--- config.mk ---
export PLATFORM = sky130hd
export DESIGN_NAME = ifu_fetch
export DESIGN_NICKNAME = d
export VERILOG_FILES = /design/src/rtl/ifu_fetch.sv
export SDC_FILE = /design/constraint.sdc
export NUM_CORES = 1
export LEC_CHECK = 0
export ABC_AREA = 1
export CORE_MARGIN = 5
export CORE_UTILIZATION = 40
export DETAILED_ROUTE_END_ITERATION = 8
export GPL_ROUTABILITY_DRIVEN = 0
export GPL_TIMING_DRIVEN = 0
export PLACE_DENSITY = 0.7
export SETUP_SLACK_MARGIN = 0.4
export SYNTH_ARGS = -nofsm -noshare
export SYNTH_HDL_FRONTEND = slang
export SYNTH_SLANG_ARGS = --single-unit
--- constraint.sdc ---
create_clock -name clk -period 3.6 [get_ports clk]
set_input_delay 0.36 -clock clk [delete_from_list [all_inputs] [get_ports clk]]
set_output_delay 0.36 -clock clk [all_outputs]
set_load 0.05 [all_outputs]
--- src/rtl/ifu_fetch.sv ---
// Instruction fetch stage: owns the architectural PC and keeps one imem request in flight.
// It presents {pc, cmd, fault} to the core over valid/ready and accepts redirects from the core.
module ifu_fetch #(
  parameter logic [31:0] RESET_PC = 32'h8000_0000,
  parameter logic [31:0] NOP_CMD  = 32'h0000_0013
) (
  input  logic        clk,
  input  logic        rst,
  input  logic        redirect_valid,
  input  logic [31:0] redirect_pc,
  output logic        imem_req_valid,
  input  logic        imem_req_ready,
  output logic [31:0] imem_req_addr,
  input  logic        imem_resp_valid,
  input  logic [31:0] imem_resp_data,
  input  logic        imem_resp_err,
  output logic        inst_valid,
  input  logic        inst_ready,
  output logic [31:0] inst_pc,
  output logic [31:0] inst_cmd,
  output logic        inst_fault
);

  localparam logic [1:0] S_IDLE = 2'd0;
  localparam logic [1:0] S_REQ  = 2'd1;
  localparam logic [1:0] S_WAIT = 2'd2;
  localparam logic [1:0] S_OUT  = 2'd3;

  logic [1:0]  state;
  logic [31:0] pc;
  logic        drop;
  logic        misaligned;
  logic        req_fire;

  function automatic logic [31:0] seq_pc(input logic [31:0] cur);
    return cur + 32'd4;
  endfunction

  assign misaligned     = (pc[1:0] != 2'b00);
  assign imem_req_valid = (state == S_REQ) && !misaligned;
  assign imem_req_addr  = pc;
  assign req_fire       = imem_req_valid && imem_req_ready;

  always_ff @(posedge clk or posedge rst) begin
    if (rst) begin
      state      <= S_IDLE;
      pc         <= RESET_PC;
      drop       <= 1'b0;
      inst_valid <= 1'b0;
      inst_cmd   <= NOP_CMD;
      inst_pc    <= 32'd0;
      inst_fault <= 1'b0;
    end else begin
      case (state)
        S_IDLE: state <= S_REQ;

        S_REQ: begin
          if (redirect_valid) begin
            pc <= redirect_pc;
            // A request accepted in the redirect cycle still owes a response; discard it.
            if (req_fire) begin
              state <= S_WAIT;
              drop  <= 1'b1;
            end
          end else if (misaligned) begin
            state      <= S_OUT;
            inst_valid <= 1'b1;
            inst_fault <= 1'b1;
            inst_cmd   <= NOP_CMD;
            inst_pc    <= pc;
          end else if (req_fire) begin
            state <= S_WAIT;
          end
        end

        S_WAIT: begin
          if (redirect_valid) begin
            pc <= redirect_pc;
            if (imem_resp_valid) begin
              state <= S_REQ;
              drop  <= 1'b0;
            end else begin
              drop <= 1'b1;
            end
          end else if (imem_resp_valid) begin
            if (drop) begin
              drop  <= 1'b0;
              state <= S_REQ;
            end else begin
              state      <= S_OUT;
              inst_valid <= 1'b1;
              inst_cmd   <= imem_resp_data;
              inst_fault <= imem_resp_err;
              inst_pc    <= pc;
            end
          end
        end

        S_OUT: begin
          // Redirect beats a same-cycle consume: the instruction is squashed, no pc+4.
          if (redirect_valid) begin
            pc         <= redirect_pc;
            state      <= S_REQ;
            inst_valid <= 1'b0;
            inst_cmd   <= NOP_CMD;
            inst_fault <= 1'b0;
          end else if (inst_ready) begin
            pc         <= seq_pc(pc);
            state      <= S_REQ;
            inst_valid <= 1'b0;
            inst_cmd   <= NOP_CMD;
            inst_fault <= 1'b0;
          end
        end

        default: state <= S_IDLE;
      endcase
    end
  end

endmodule

==> out/results.ini <==
[status]
status = complete, no violations

[worst_setup_path]
required_ns = 3.24
critPathLaunchType = flop
crit_family = buffers and inverters
crit_chain = inv_1 -> ha_1 -> inv_1 -> nor2_1 -> clkdlybuf4s50_1
crit_fanout = 4
arrival_ns = 2.30
path_depth = 5
slowest_delay_ns = 0.87
r2r_cells = 10
path_common_cell = inv_1
slowest_stage = clkdlybuf4s50_1
timing.critical_path.to_type = output pin
path_class = flop to output pin
crit_buf_inv = 3

[hold_path]
hold_path.class = primary input to asynchronous set/reset pin

[timing]
clock_skew_ns = 0.01358
hold_viol = 0
rsz0062_at_grt = false
finalSetupViolations = 0
tightest_slew_ns = 0.6592
clock.fmax_mhz = 376.0
hold_ws_ns = 0.3565
slew_viol_final = 0
relSlewSlack_pct = 55.89
fin_crit_sh_pct = 73.88
period_needed_ns = 2.660

[cells_and_area]
final_common_cell = nand2_1
fillCellCount = 1188
syn_to_final_growth_pct = 43.78
stdcell_count = 1050
layout-drive-gt1-share_pct = 8.552
final_cell_mix = nand2_1, clkdlybuf4s50_1, dfrtp_1
stdcell_area_sq_mm = 0.007503
utilization_pct = 58.98
nets = 948

[placed_design]
portBuffers = 169
post_dp_cell_area_sq_mm = 0.007156
dpl.cell_count = 1033
dp_hpwl_um = 12930

[die]
initial_utilization_pct = 41.02
std_cell_rows = 41
die_area_sq_mm = 0.01543
die_h_um = 124.2
fp.dieW_um = 124.2
ioPinCount = 170
core-area_sq_mm = 0.01272

[run]
maxCapViolCount = 0

[power]
p_leak_uw = 0.003289
switching_share_pct = 52.44
power.switching_uw = 4167
combPwrFrac_pct = 59.7
p_clk_share_pct = 14.2
max-vdd-ir-drop_uv = 492.7
power_frac_seq_pct = 26.1
p_per_area_mw_per_mm2 = 1059
intPower_uw = 3780

[clock_tree]
cts_tree = built
cts_resized = 0
cts_hold_buf = 0
cts_root_buf = clkbuf_16
clock_sinks = 101
cts.clk_slew.worst_paths_ns = 0.07
clk_latency_ns = 0.35
cts_max_level = 3
clockBufferDepth = 2
post_cts_buffers = 0
cts_buffers = 9

[global_routing]
grt_pass1_wl_um = 27390
antenna_found_initial = 0
grt_start_max_net_pins = 74
grt_usage_pct = 21.52
overflow = 0
grt_pass1_vias = 5265

[logic_synthesis]
yosysWarnings = 0
synth_top_cell_area_share_pct = 46.51
yosysTopAreaCell = dfrtp_1
synth_area_sq_mm = 0.005219
synth_nets = 767
synth_cell_type_count = 33
synthCells = 691
synthTopCellsByArea = dfrtp_1, nand2_1, o21ai_0
synth-edff-count = 0
avgSynthCellArea_sq_um = 7.552
synth_seq_cells = 101
synth-main-ff-cell = dfrtp_1
ys_seq_area_share_pct = 48.53
async_flop_share_pct = 100.0

[routing]
drt_iter0_markers = 509
viasPerCell = 5.076
drc = 0
vias = 5330
avgRoutedWirePerCell_um = 16.15
ant_nets = 0
first_pass_iters = 5
wl_um = 16950

metrics by stage:
stage / total power, uW / setup TNS (ns) / setup slack, ns
4_1_cts: 7964 / 0 / 0.9311
5_1_grt: 8431 / 0 / 0.8086
3_3_place_gp: 6729 / -90.52 / -0.9422
6_report: 7946 / 0 / 0.9404
3_5_place_dp: 6815 / 0 / 1.296
2_1_floorplan: 5188 / 0 / 0.5995
worst reg2reg max path, delay by kind of cell (launching register included):
| kind | cells | cell delay [ns] |
|---|---|---|
| DFF | 1 | 0.44 |
| and+or+nand+nor | 9 | 1.53 |
| adders and majority gates | 1 | 0.25 |
cells by family after synthesis:
family                     count (synthesis)  synth area share [%]
and+or+nand+nor                          383                 29.97
adders and majority gates                  5                 1.199
xor gates and xnor gates                   1                0.1679
AOI/OAI and AO/OA                        120                 13.35
buffers and inverters                     81                 6.785
DFF                                      101                 48.53
final cells by class:
class                           instances  area, sq um  share of cell area (%)
Clock inverter                          7        120.1                   1.601
Multi-Input combinational cell        509         2332                   31.08
Clock buffer                            9        225.2                   3.001
Antenna cell                            1        2.502                 0.03335
Sequential cell                       101         2532                   33.75
Tap cell                              172        215.2                   2.868
Buffer                                 29        156.4                   2.084
Inverter                               52        200.2                   2.668
Timing Repair Buffer                  170         1719                   22.91
state kept, by name (all words and copies together), names as in the netlist:
signal and count:
state 2, drop 1, inst_pc 32, imem_req_addr 32, inst_fault 1, inst_valid 1, inst_cmd 32
power by group through the flow:
stage,Sequential (uW),Clock (uW),Combinational (uW)
floorplan,3510,0,1670
global placement,2060,0,4670
detailed placement,2070,0,4750
CTS,2060,1140,4760
global route,2130,1180,5120
finish,2070,1130,4740
path summary, 6_finish.rpt:
kind,from,slack (ns),end
max,state[1],0.94,imem_req_valid
min,rst,0.36,inst_cmd[14]
max reg2reg,imem_req_addr[3],1.28,imem_req_addr[30]
min reg2reg,inst_cmd[28],0.48,inst_cmd[28]
max in group asynchronous,rst,2.52,imem_req_addr[31]
min in group clk,inst_cmd[28],0.48,inst_cmd[28]
cell usage after synthesis, types with 2 or more instances:
cell type and n:
o22ai_1 7, nand2_2 7, nand2_1 241, buf_2 13
clkbuf_1 11, or2_2 3, nor2_2 2, inv_1 50
a21oi_1 13, and2_1 3, a22oi_1 4, nor2_4 2
dfrtp_1 97, buf_6 2, dfstp_2 4, o21ai_0 72
ha_1 5, o21ai_1 6, nand3_1 35, nor3_1 4
o21ai_2 16, nor2_1 83
layer usage:
metal	share of wire (%)	track usage, %	wire length [um]
met1	43	28.70	7249
met4	2.4	7.028	410
met2	47	34.89	8004
met3	7.6	4.674	1289
met5	0	0	0
No activity file was read; power rests on OpenSTA's default activity.
